File: config.mk
export PLATFORM = sky130hd
export DESIGN_NAME = regfile16x16
export DESIGN_NICKNAME = d
export VERILOG_FILES = /design/src/rtl/regfile16x16_pkg.sv /design/src/rtl/mux16_16bit.sv /design/src/rtl/reg16_en.sv /design/src/rtl/regfile16x16.sv
export SDC_FILE = /design/constraint.sdc
export NUM_CORES = 1
export LEC_CHECK = 0
export CAP_MARGIN = 0
export CELL_PAD_IN_SITES_DETAIL_PLACEMENT = 1
export CELL_PAD_IN_SITES_GLOBAL_PLACEMENT = 1
export CORE_MARGIN = 2
export CORE_UTILIZATION = 41
export CTS_CLUSTER_SIZE = 10
export DETAILED_ROUTE_END_ITERATION = 8
export GPL_ROUTABILITY_DRIVEN = 0
export PLACE_DENSITY = 0.88
export SLEW_MARGIN = 30
export SYNTH_ARGS = -nofsm -noshare
export SYNTH_HDL_FRONTEND = slang
export SYNTH_HIERARCHICAL = 1
export SYNTH_SLANG_ARGS = --single-unit
File: constraint.sdc
create_clock -name clk -period 3.25 [get_ports clk]
set_input_delay 0.65 -clock clk [delete_from_list [all_inputs] [get_ports clk]]
set_output_delay 0.65 -clock clk [all_outputs]
set_load 0.03 [all_outputs]
File: src/rtl/regfile16x16_pkg.sv
// rtl/regfile16x16_pkg.sv - shared sizes and register index names for the register file
//
// Purpose : register-file geometry and symbolic register indices, shared by the
//           register file, the control decoder and the bench.
// Ports   : none (package)
`timescale 1ns/1ps
package regfile16x16_pkg;

  localparam int REG_W      = 16;
  localparam int REG_N      = 16;
  localparam int REG_ADDR_W = 4;

  typedef enum logic [REG_ADDR_W-1:0] {
    R0, R1, R2, R3, R4, R5, R6, R7,
    R8, R9, R10, R11, R12, R13, R14, R15
  } reg_idx_e;

endpackage

File: src/rtl/mux16_16bit.sv
// rtl/mux16_16bit.sv - 16-way 16-bit combinational selector
//
// Purpose : read-port selector over the flattened register bank.
// Ports   : sel  - 4-bit word select
//           din  - 16 words flattened, word 0 in [15:0]
//           dout - selected word
`timescale 1ns/1ps
module mux16_16bit
  import regfile16x16_pkg::*;
(
  input  logic [REG_ADDR_W-1:0]  sel,
  input  logic [REG_N*REG_W-1:0] din,
  output logic [REG_W-1:0]       dout
);

  // {sel, 4'b0} is sel*16, the bit offset of the selected word.
  assign dout = din[{sel, 4'b0000} +: REG_W];

endmodule

File: src/rtl/reg16_en.sv
// rtl/reg16_en.sv - 16-bit register with asynchronous active-low clear and load enable
//
// Purpose : one storage word of the register file.
// Ports   : clk   - rising-edge clock
//           rst_n - asynchronous active-low clear
//           en    - load enable
//           d     - load data
//           q     - stored value
`timescale 1ns/1ps
module reg16_en
  import regfile16x16_pkg::*;
(
  input  logic             clk,
  input  logic             rst_n,
  input  logic             en,
  input  logic [REG_W-1:0] d,
  output logic [REG_W-1:0] q
);

  always_ff @(posedge clk or negedge rst_n) begin
    if (!rst_n) begin
      q <= '0;
    end else if (en) begin
      q <= d;
    end
  end

endmodule

File: src/rtl/regfile16x16.sv
// rtl/regfile16x16.sv - 16x16 register file, one write port, two combinational read ports
//
// Purpose : general-purpose registers for the single-cycle datapath.
// Ports   : clk      - rising-edge clock
//           rst_n    - asynchronous active-low reset, clears all registers and wr_ack
//           we       - write enable
//           waddr    - write register index
//           wdata    - write data
//           raddr_a  - read port A index
//           raddr_b  - read port B index
//           rdata_a  - read port A data (combinational)
//           rdata_b  - read port B data (combinational)
//           wr_ack   - one-cycle pulse per committed write
//           dbg_regs - all registers flattened, R0 in [15:0], R15 in [255:240]
`timescale 1ns/1ps
module regfile16x16
  import regfile16x16_pkg::*;
#(
  parameter int WIDTH    = REG_W,
  parameter int DEPTH    = REG_N,
  parameter int ZERO_REG = 1
) (
  input  logic                   clk,
  input  logic                   rst_n,
  input  logic                   we,
  input  logic [REG_ADDR_W-1:0]  waddr,
  input  logic [WIDTH-1:0]       wdata,
  input  logic [REG_ADDR_W-1:0]  raddr_a,
  input  logic [REG_ADDR_W-1:0]  raddr_b,
  output logic [WIDTH-1:0]       rdata_a,
  output logic [WIDTH-1:0]       rdata_b,
  output logic                   wr_ack,
  output logic [DEPTH*WIDTH-1:0] dbg_regs
);

  logic [DEPTH-1:0] we_vec;

  // Write-enable decode. An unknown we or waddr matches no item, so the
  // default path leaves every enable low and no register is disturbed.
  always_comb begin
    we_vec = '0;
    case (we)
      1'b1: begin
        for (int i = 0; i < DEPTH; i++) begin
          if (waddr == REG_ADDR_W'(i)) begin
            we_vec[i] = 1'b1;
          end
        end
      end
      default: we_vec = '0;
    endcase
    if (ZERO_REG != 0) begin
      we_vec[0] = 1'b0;
    end
  end

  // Any surviving enable is a committed write; a discarded R0 write is not.
  always_ff @(posedge clk or negedge rst_n) begin
    if (!rst_n) begin
      wr_ack <= 1'b0;
    end else begin
      wr_ack <= |we_vec;
    end
  end

  for (genvar g = 0; g < DEPTH; g++) begin : g_reg
    if (g == 0 && ZERO_REG != 0) begin : g_zero
      assign dbg_regs[g*WIDTH +: WIDTH] = '0;
    end else begin : g_store
      reg16_en u_reg (
        .clk   (clk),
        .rst_n (rst_n),
        .en    (we_vec[g]),
        .d     (wdata),
        .q     (dbg_regs[g*WIDTH +: WIDTH])
      );
    end
  end

  // No write bypass: a read of the register being written shows the old
  // value until the edge, which the single-cycle datapath depends on.
  mux16_16bit u_mux_a (
    .sel  (raddr_a),
    .din  (dbg_regs),
    .dout (rdata_a)
  );

  mux16_16bit u_mux_b (
    .sel  (raddr_b),
    .din  (dbg_regs),
    .dout (rdata_b)
  );

endmodule
### After elaboration in Yosys (flattened, before gate mapping)

Cells that the tools add are included.

| word-level totals | value |
|---|---|
| bits in registers | 241 |
| word-level logic and storage cells | 52 |

| cells by class | value |
|---|---|
| equal/unequal tests | 15 |
| reduce and logical (&&, ||, !) cells | 2 |
| mux-type cells | 17 |
| shift operators | 2 |

Operator list:

| operator | count |
|---|---|
| variable part select 256 x 9 -> 16 bit | 2 |
| == test 4 bit (second input constant) | 8 |
| == test 4 x 3 -> 1 bit (second input constant) | 4 |
| 2-to-1 mux 1 bit | 16 |
| 2-to-1 mux 16 bit | 1 |
| OR reduction 15 bit | 1 |
| == test 4 x 2 -> 1 bit (second input constant) | 2 |
| == test 4 x 1 -> 1 bit (second input constant) | 1 |
| logical NOT 4 bit | 1 |

### Logic depth before layout (Yosys ltp)

Gate-level depths: netlist of run 1.

| depth | value |
|---|---|
| word-level depth | 4 |
| depth in mapped cells | 5 |
| mapped depth without buffers | 3 |

### Cells and area by module

Netlist of run 1, hierarchy kept.

By module, submodules not included:

| module | cells each | area each (um2) | times used |
|---|---|---|---|
| reg16_en | 34 | 649.4 | 15 |
| mux16_16bit | 137 | 1,933.1 | 2 |
| regfile16x16 | 41 | 266.5 | 1 |

### Least setup slack after synthesis of run 1

No wires, ideal clock.

| path | value |
|---|---|
| path kind | input to output |
| start | input port raddr_a[0] |
| end | output port rdata_a[6] |
| path slack | 0.714 ns |
| cell stages on the path | 5 |
| buffers on the path | 2 |
| data arrival time | 1.886 ns |
| cell sequence | buf_6 -> buf_6 -> mux4_1 -> a22oi_1 -> nand2_1 |

| between the ends | value |
|---|---|
| cells in the longest elaborated chain, start to end | 1 |

RTL lines:

| item | line | text |
|---|---|---|
| start, declared | regfile16x16.sv:28 | `input logic [REG_ADDR_W-1:0] raddr_a,` |
| variable part select 256 x 9 -> 16 bit | mux16_16bit.sv:17 | `assign dout = din[{sel, 4'b0000} +: REG_W];` |
| end, declared | regfile16x16.sv:30 | `output logic [WIDTH-1:0] rdata_a,` |

No other way between the ends.

### Final worst setup path of run 1

| path | value |
|---|---|
| start | input port raddr_a[2] |
| end | output port rdata_a[5] |

Same word-level chain as after synthesis.

==> results of run 1 <==
cells in the mapped netlist, drive strengths merged:
cell / n
and2: 2
nor2: 14
clkbuf: 14
nand2: 33
nor3: 3
conb: 1
nand3: 1
nor2b: 4
a22oi: 64
dfrtp: 241
nand2b: 2
or3b: 1
buf: 74
nand3b: 2
mux2: 240
o41a: 1
mux4: 128
final cells by class:
cell class	instances	area, µm²
repair buffers	352	3660
well taps	448	561
multi-input cells	543	7220
flip-flops and latches	241	6030
fillers	3150	15200
clock buffers	42	805
clock inverters	1	5.00
timing repair:
action                     CTS  global route
resized for setup            0             1
setup endpoints to repair    0             3
hold buffers                 0             0
stage by stage:
step                      total power [mW]  hold slack, ns  setup slack, ns  util [%]  instance area [µm²]
after floorplan                       7.76           0.354            0.714         -                14000
after global placement                10.3           0.527            0.103      52.2                17500
after detailed placement              10.5           0.537           0.0413      52.2                17500
after CTS                             13.5           0.158           0.0249      54.6                18300
after global routing                  13.9           0.179           0.0422      54.7                18300
final                                 13.5           0.126           0.0569      54.7                18300
registers in the layout, indices dropped and copies added (netlist names):
register and flops:
g.g_store.u_reg/q 240, wr_ack 1
routing by layer:
| metal | wire length, µm | part of all wire [%] | GRT usage, % | vias to the layer above |
|---|---|---|---|---|
| met5 | 0 | 0 | 0 | - |
| met2 | 25800 | 51 | 50.7 | 535 |
| li1 | - | - | - | 3862 |
| met1 | 18900 | 37 | 34.8 | 5224 |
| met3 | 4240 | 8.3 | 6.92 | 109 |
| met4 | 2160 | 4.2 | 10.7 | 0 |
worst paths after layout:
kind | from | slack, ns | endpoint | depth (start not counted)
min | rst_n | 0.13 | g_reg[12].g_store.u_reg/q[8]$_DFFE_PN0P_ | 1
min reg2reg | g_reg[1].g_store.u_reg/q[0]$_DFFE_PN0P_ | 0.55 | g_reg[1].g_store.u_reg/q[0]$_DFFE_PN0P_ | 1
max reg2reg | g_reg[11].g_store.u_reg/q[14]$_DFFE_PN0P_ | 2.35 | g_reg[11].g_store.u_reg/q[14]$_DFFE_PN0P_ | 1
max | raddr_a[2] | 0.06 | rdata_a[5] | 6
min in group clk | g_reg[1].g_store.u_reg/q[0]$_DFFE_PN0P_ | 0.55 | g_reg[1].g_store.u_reg/q[0]$_DFFE_PN0P_ | 1
max in group asynchronous | rst_n | 2.27 | g_reg[6].g_store.u_reg/q[0]$_DFFE_PN0P_ | 2
worst max-delay path, stage by stage:
cell and delay (ns):
clkdlybuf4s50_1 0.54, and2_1 0.68, a22oi_1 0.23, buf_4 0.19, nand2_1 0.10, buf_12 0.14
power groups by stage:
| stage | combinational (mW) | clock, mW | sequential [mW] |
|---|---|---|---|
| after detailed placement | 5.90 | 0 | 4.60 |
| after floorplan | 2.06 | 0 | 5.70 |
| final | 5.91 | 2.93 | 4.61 |
| after CTS | 5.94 | 2.99 | 4.58 |
| after global routing | 6.10 | 3.10 | 4.70 |
| after global placement | 5.80 | 0 | 4.51 |
cell families after synthesis:
kind of cell	after synthesis	share of synthesized area (%)
AND/OR/NAND/NOR	62	1.95
buffers and inverters	88	6.14
flip-flops	241	43.5
AO/OA/AOI/OAI	65	3.55
other	1	0.0270
multiplexers	368	44.9
==> run_results.csv, run 1 <==
group,metric,value,unit
finish,layout_common_cells,"clkdlybuf4s50_1 (266), dfrtp_1 (241), mux2_4 (150)",
placement,portBuffers,303,
critical_path,crit_type,"in -> out",
cts,postCtsSetupRepairBufs,0,
power_and_ir_drop,power.switching,5.20,mW
die,dieArea,35300,µm²
logic_synthesis,synthDistinctLibCells,22,
placement,placedCellCount,1584,
die,die_h,188,µm
power_and_ir_drop,p_clk_share,21.8,%
die,core,33400,µm²
drt,vias_per_cell,5.98,
timing,finalCriticalPeriod,3.19,ns
finish,final_common_cell,"clkdlybuf4s50_1",
power_and_ir_drop,p_int,8.25,mW
global_route,grt_max_degree,95,
timing,hold_viol,0,
drt,wl_per_cell,31.4,µm
global_route,grtUsageTotal,29.0,%
finish,layout.nets,1198,
logic_synthesis,yosysWarnings,6,
drt,drt_first_iter_violations,725,
power_and_ir_drop,vdd_drop_max,524,µV
die,rows,67,
logic_synthesis,ys_ff_latch,241,
finish,finalNonFillerCells,1627,
cts,root_buffer,"clkbuf_16",
logic_synthesis,synth_top_cell_by_area,"dfrtp_1",
timing,tns,0,ns
timing,skew,0,ns
drt,num_vias,9730,
power_and_ir_drop,pwr-share-comb,44.0,%
power_and_ir_drop,p_leak,7.68,nW
power_and_ir_drop,power_frac_seq,34.2,%
cts,clock_latency,0.54,ns
global_route,grt_pass1_wl,75200,µm
global_route,antenna_found_initial,0,
logic_synthesis,ys_seq_area_share,43.5,%
die,ios,320,
drt,firstDrtPassIters,5,
timing,setup_viol_count_final,0,
cts,cts-buffers-inserted,29,
die,die_x,188,µm
drt,drc,0,
timing,maxSlewViolCount,0,
die,initial_utilization,41.5,%
finish,drive_above_1_share,41.2,%
logic_synthesis,netlist_instances,825,
timing,fmaxAchievable,0.313,GHz
power_and_ir_drop,switching_share,38.6,%
global_route,overflow,0,
timing,slew_headroom,45.6,%
logic_synthesis,postSynthAreaPerCell,16.8,µm²
timing,rsz0062_at_grt,"no",
cts,numClockSinks,241,
logic_synthesis,synthTopCellsByArea,"dfrtp_1 (43%), mux4_2 (18%), mux2_4 (16%), mux2_2 (7.3%), mux4_1 (3.8%)",
run,max_cap_viol_count,0,
critical_path,endpoint_kind,"output pin",
cts,cts_tree,"done",
critical_path,crit_arrival,2.54,ns
critical_path,start_kind,"input pin",
critical_path,crit_required,2.60,ns
finish,syn2layout_area_growth,31.8,%
logic_synthesis,syn_area,13900,µm²
global_route,first_global_vias,10800,
timing,timing.final.crit_share,98.3,%
placement,dp_hpwl,35500,µm
timing,worst_slew_pin_slew,0.816,ns
cts,clk_pin_slew,0.05,ns
drt,ant_nets,0,
drt,totalWireLength,51200,µm
critical_path,path_max_fanout,13,
finish,antenna_cells,0,
logic_synthesis,synth_top_area_share,43.5,%
cts,cts.path.max_buffers,3,
run_status,status,"finished clean",
min_path,hold_path.class,"in -> async",
cts,htree_levels,1,
power_and_ir_drop,p_per_area,736,nW/µm²
(Power assumes the default switching activity.)
==> run 2, diff against run 1 <==
Settings changed: GPL_TIMING_DRIVEN from default to 0.
==> run 2 against run 1 <==
  * The flow now finishes with violations (setup timing)
  * Worst hold slack got worse by 0.059 ns
  * Count of clock-buffer cells in the layout fell by 4
  * Die area did not move
  * Sequential share of layout area fell by 0.31 points
  * First-iteration DRC count fell by 14%
  * Sequential cell count did not move
  * Cell count rose by 1.9%
  * Utilization rose by 0.52 points
  * Critical path type unchanged
==> run_results.csv, run 2 (same netlist as run 1, synthesis figures left out) <==
group,metric,value,unit
critical_path,crit_type,"in -> out",
critical_path,path_max_fanout,10,
cts,numClockSinks,241,
cts,cts.path.max_buffers,3,
global_route,antenna_found_initial,1,
power_and_ir_drop,p_clk_share,22.0,%
critical_path,cp_cell_sequence,"clkdlybuf4s50_1 -> nor2b_1 -> buf_2 -> buf_4 -> a22oi_1 -> nand2_1 -> dlygate4sd2_1",
placement,post_dp_cell_area,17700,µm²
finish,layout_common_cells,"clkdlybuf4s50_1 (266), dfrtp_1 (241), mux2_4 (150)",
finish,drive_above_1_share,40.6,%
timing,slew_headroom,47.4,%
critical_path,r2r_cells,1,
finish,layout.nets,1233,
cts,postCtsSetupRepairBufs,0,
critical_path,critPathBufInv,4,
timing,worst_slew_pin_slew,0.786,ns
die,ios,320,
timing,finalCriticalPeriod,3.26,ns
timing,setup_ws,-0.00878,ns
die,die_x,188,µm
power_and_ir_drop,p_int,8.14,mW
finish,design_area,18500,µm²
timing,fmaxAchievable,0.307,GHz
power_and_ir_drop,vdd_drop_max,409,µV
cts,clk_pin_slew,0.06,ns
finish,largest_reg_flops,240,
power_and_ir_drop,power_frac_seq,34.5,%
power_and_ir_drop,switching_share,38.6,%
timing,tns,-0.00878,ns
critical_path,start_kind,"input pin",
drt,num_vias,9794,
drt,totalWireLength,51600,µm
finish,top_regs,"g.g_store.u_reg/q: 240 flops, wr_ack: 1 flops",
die,die_h,188,µm
finish,final_common_cell,"clkdlybuf4s50_1",
finish,largest_register,"g.g_store.u_reg/q",
global_route,grtUsageTotal,29.3,%
critical_path,reg2reg_from,"g_reg[3].g_store.u_reg/q[12]$_DFFE_PN0P_",
run_status,violations,"setup timing",
run,max_cap_viol_count,0,
finish,antenna_cells,0,
die,rows,67,
drt,wl_per_cell,31.1,µm
global_route,overflow,0,
critical_path,crit_arrival,2.61,ns
critical_path,cpPeakStageDelay,0.49,ns
drt,firstDrtPassIters,5,
finish,syn2layout_area_growth,33.0,%
global_route,first_global_vias,10800,
placement,dp_hpwl,37500,µm
die,initial_utilization,41.5,%
power_and_ir_drop,pwr-share-comb,43.5,%
cts,ctsHoldBuffers,0,
timing,rsz0062_at_grt,"no",
die,dieArea,35300,µm²
drt,ant_nets,0,
drt,vias_per_cell,5.91,
die,core,33400,µm²
cts,root_buffer,"clkbuf_16",
cts,htree_levels,1,
critical_path,crit_required,2.60,ns
cts,clock_latency,0.54,ns
timing,maxSlewViolCount,0,
critical_path,critPathTopFamily,"buffers and inverters",
global_route,grt_pass1_wl,75300,µm
cts,cts_tree,"done",
drt,drc,0,
global_route,grt_max_degree,85,
min_path,hold_path.class,"in -> async",
timing,timing.final.crit_share,100,%
placement,portBuffers,299,
timing,hold_viol,0,
critical_path,reg2reg_to,"g_reg[3].g_store.u_reg/q[12]$_DFFE_PN0P_",
timing,skew,0,ns
run_status,status,"finished with violations",
cts,cts-buffers-inserted,29,
critical_path,endpoint_kind,"output pin",
timing,setup_viol_count_final,1,
drt,drt_first_iter_violations,627,
power_and_ir_drop,power.switching,5.11,mW
power_and_ir_drop,p_leak,7.84,nW
critical_path,cp_slowest_cell,"clkdlybuf4s50_1",
critical_path,r2r_slack,2.36,ns
power_and_ir_drop,p_per_area,718,nW/µm²
run 2: cell types whose count changed in the layout (fill, tap and decap cells not counted), sizes merged:
cell | before | now
clkdlybuf4s15 | 0 | 4
buf | 86 | 77
clkbuf | 42 | 62
dlygate4sd2 | 0 | 16
run 2: worst max path at each step:
stage | start | end | slack, ns | cells after the start
final | raddr_b[3] | rdata_b[2] | -0.009 | 7
after global routing | raddr_a[0] | rdata_a[5] | 0.005 | 6
after CTS | raddr_b[2] | rdata_b[6] | 0.006 | 7
after detailed placement | raddr_b[2] | rdata_b[11] | -0.71 | 6
after global placement | rst_n | g_reg[7].g_store.u_reg/q[2]$_DFFE_PN0P_ | -8.89 | 1
after floorplan | raddr_a[0] | rdata_a[6] | 0.71 | 5
run 2: power by group through the flow:
| stage | combinational [mW] | sequential, mW | clock [mW] |
|---|---|---|---|
| floorplan | 2.06 | 5.70 | 0 |
| global placement | 5.67 | 4.51 | 0 |
| detailed placement | 5.80 | 4.58 | 0 |
| CTS | 5.78 | 4.55 | 2.98 |
| global route | 5.95 | 4.67 | 3.08 |
| finish | 5.76 | 4.57 | 2.92 |
run 2: layout make-up:
| type | count | area [µm²] |
|---|---|---|
| Clock buffer | 38 | 800 |
| Tap cell | 448 | 561 |
| Clock inverter | 1 | 8.76 |
| Buffer | 86 | 883 |
| Timing Repair Buffer | 301 | 2970 |
| Sequential cell | 241 | 6030 |
| Fill cell | 3181 | 15000 |
| Multi-Input combinational cell | 543 | 7200 |
run 2: per-layer routing:
metal / track usage (%) / part of all wire (%) / vias up
met3: 8.27 / 9.0 / 96
met5: 0 / 0.029 / -
met4: 9.21 / 3.4 / 2
met2: 49.6 / 49 / 580
met1: 36.3 / 39 / 5185
li1: - / - / 3931
run 2: timing repair:
action / in CTS / in global routing
endpoints found under the hold margin: 0 / 0
gates resized for setup: 65 / 25
setup endpoints to repair: 32 / 16
run 2: metrics by stage:
stage          utilization [%]  total power [mW]  hold slack, ns  instances  setup slack [ns]
6_report                  55.2              13.2          0.0670       1658          -0.00878
5_1_grt                   55.2              13.7           0.120       1658           0.00500
4_1_cts                   55.3              13.3          0.0882       1658           0.00567
3_5_place_dp              52.8              10.4           0.541       1621            -0.713
3_3_place_gp              52.6              10.2           0.528       1619             -8.89
2_1_floorplan                -              7.76           0.354        872             0.714
==> run 3, diff against run 2 <==
Settings changed: CORE_MARGIN 2 to 4, TNS_END_PERCENT from default to 100.
==> run 3 against run 2 <==
  * The run now ends clean
  * Sequential cell count unchanged
  * Fmax increased by 2.2%
  * Clock power about the same
  * Utilization about the same
  * Critical endpoint is now rdata_a[8]
  * Largest power group unchanged
==> run_results.csv, run 3 (same netlist as run 1, synthesis figures left out) <==
group,metric,value,unit
run_status,status,"finished clean",
cts,numClockSinks,241,
critical_path,start_kind,"input pin",
drt,drt_first_iter_violations,662,
critical_path,endpoint_kind,"output pin",
finish,final_core_util,55.2,%
global_route,grtUsageTotal,28.6,%
finish,layout_common_cells,"clkdlybuf4s50_1 (266), dfrtp_1 (241), mux2_4 (150)",
cts,htree_levels,1,
finish,seq_area,6030,µm²
timing,hold_viol,0,
die,die_x,192,µm
global_route,grt_pass1_wl,76800,µm
power_and_ir_drop,vdd_drop_max,412,µV
die,rows,67,
finish,largest_reg_flops,240,
finish,drive_above_1_share,41.7,%
timing,maxSlewViolCount,0,
timing,setup_viol_count_final,0,
cts,clk_pin_slew,0.05,ns
cts,ctsHoldBuffers,0,
global_route,overflow,0,
critical_path,r2r_slack,2.37,ns
drt,firstDrtPassIters,5,
critical_path,path_max_fanout,10,
finish,syn2layout_area_growth,33.1,%
finish,final_common_cell,"clkdlybuf4s50_1",
cts,postCtsSetupRepairBufs,0,
power_and_ir_drop,p_per_area,721,nW/µm²
critical_path,crit_arrival,2.54,ns
drt,ant_nets,0,
timing,rsz0062_at_grt,"no",
timing,skew,0,ns
finish,top_regs,"g.g_store.u_reg/q: 240 flops, wr_ack: 1 flops",
timing,tns,0,ns
placement,post_dp_cell_area,17700,µm²
cts,cts_tree,"done",
critical_path,crit_type,"in -> out",
global_route,antenna_found_initial,2,
placement,dp_hpwl,38300,µm
finish,layout.nets,1233,
timing,finalCriticalPeriod,3.19,ns
timing,fmaxAchievable,0.314,GHz
timing,setup_ws,0.0604,ns
global_route,first_global_vias,11000,
finish,design_area,18500,µm²
critical_path,startpoint,"raddr_a[2]",
global_route,grt_max_degree,88,
drt,vias_per_cell,5.92,
power_and_ir_drop,p_leak,7.85,nW
cts,cts.path.max_buffers,3,
drt,num_vias,9813,
die,ios,320,
die,die_h,192,µm
cts,root_buffer,"clkbuf_16",
finish,num-fill-cells,3158,
drt,totalWireLength,53000,µm
die,initial_utilization,41.5,%
cts,cts-buffers-inserted,29,
drt,wl_per_cell,32.0,µm
die,dieArea,36800,µm²
die,core,33400,µm²
finish,largest_register,"g.g_store.u_reg/q",
timing,worst_slew_pin_slew,0.777,ns
min_path,hold_path.class,"in -> async",
placement,pre_cts_slack,-0.750,ns
timing,slew_headroom,48.0,%
critical_path,crit_end,"rdata_a[8]",
timing,timing.final.crit_share,98.1,%
finish,multiInputGateArea,7220,µm²
critical_path,r2r_cells,1,
run,max_cap_viol_count,0,
cts,clock_latency,0.55,ns
critical_path,reg2reg_to,"g_reg[11].g_store.u_reg/q[6]$_DFFE_PN0P_",
placement,portBuffers,299,
drt,drc,0,
critical_path,crit_required,2.60,ns
critical_path,reg2reg_from,"g_reg[11].g_store.u_reg/q[6]$_DFFE_PN0P_",
finish,antenna_cells,0,
-- run 3: final cells by class --
class,instances,area share [%]
Clock buffer,37,4.31
Timing Repair Buffer,301,15.9
Clock inverter,2,0.0949
Tap cell,448,3.04
Multi-Input combinational cell,543,39.1
Sequential cell,241,32.7
Buffer,86,4.83
-- run 3: how the worst min path moves through the flow --
stage	slack, ns	endpoint	cells past startpoint
after global placement	0.53	g_reg[6].g_store.u_reg/q[0]$_DFFE_PN0P_	1
after global routing	0.09	g_reg[13].g_store.u_reg/q[8]$_DFFE_PN0P_	1
final	0.06	g_reg[13].g_store.u_reg/q[8]$_DFFE_PN0P_	1
after detailed placement	0.54	g_reg[9].g_store.u_reg/q[11]$_DFFE_PN0P_	1
after floorplan	0.35	g_reg[10].g_store.u_reg/q[0]$_DFFE_PN0P_	0
after CTS	0.07	g_reg[10].g_store.u_reg/q[14]$_DFFE_PN0P_	1
-- run 3: critical path: stages --
cell and delay (ns):
clkdlybuf4s50_1 0.56, nor2b_1 0.16, clkbuf_2 0.30, buf_4 0.29, a22oi_1 0.11, nand2_1 0.09
clkdlybuf4s15_1 0.38
-- run 3: metal layers --
layer / up-vias / wire, µm / part of all wire (%) / track usage, %
met5: - / 29 / 0.055 / 0
met4: 4 / 2100 / 4.0 / 10.3
met3: 110 / 4540 / 8.6 / 8.11
met2: 483 / 25900 / 49 / 47.7
met1: 5266 / 20500 / 39 / 35.7
li1: 3950 / - / - / -
-- run 3: what timing repair did --
item	in CTS	in global routing
endpoints found under the setup margin	32	22
endpoints found under the hold margin	0	0
resized for setup	72	39
-- run 3: power breakdown --
| group | total (mW) | leakage, nW | switching (mW) | internal, mW |
|---|---|---|---|---|
| Combinational | 5.79 | 4.49 | 3.03 | 2.76 |
| Clock | 2.94 | 0.400 | 1.26 | 1.68 |
| Sequential | 4.57 | 2.95 | 0.866 | 3.70 |
| Total | 13.3 | 7.85 | 5.16 | 8.14 |
-- run 3: through the flow --
stage	std cells	power [mW]	hold WS (ns)
after CTS	1658	13.4	0.0721
after detailed placement	1621	10.4	0.538
final	1658	13.3	0.0625
after floorplan	872	7.76	0.354
after global routing	1658	13.8	0.0923
after global placement	1619	10.2	0.527
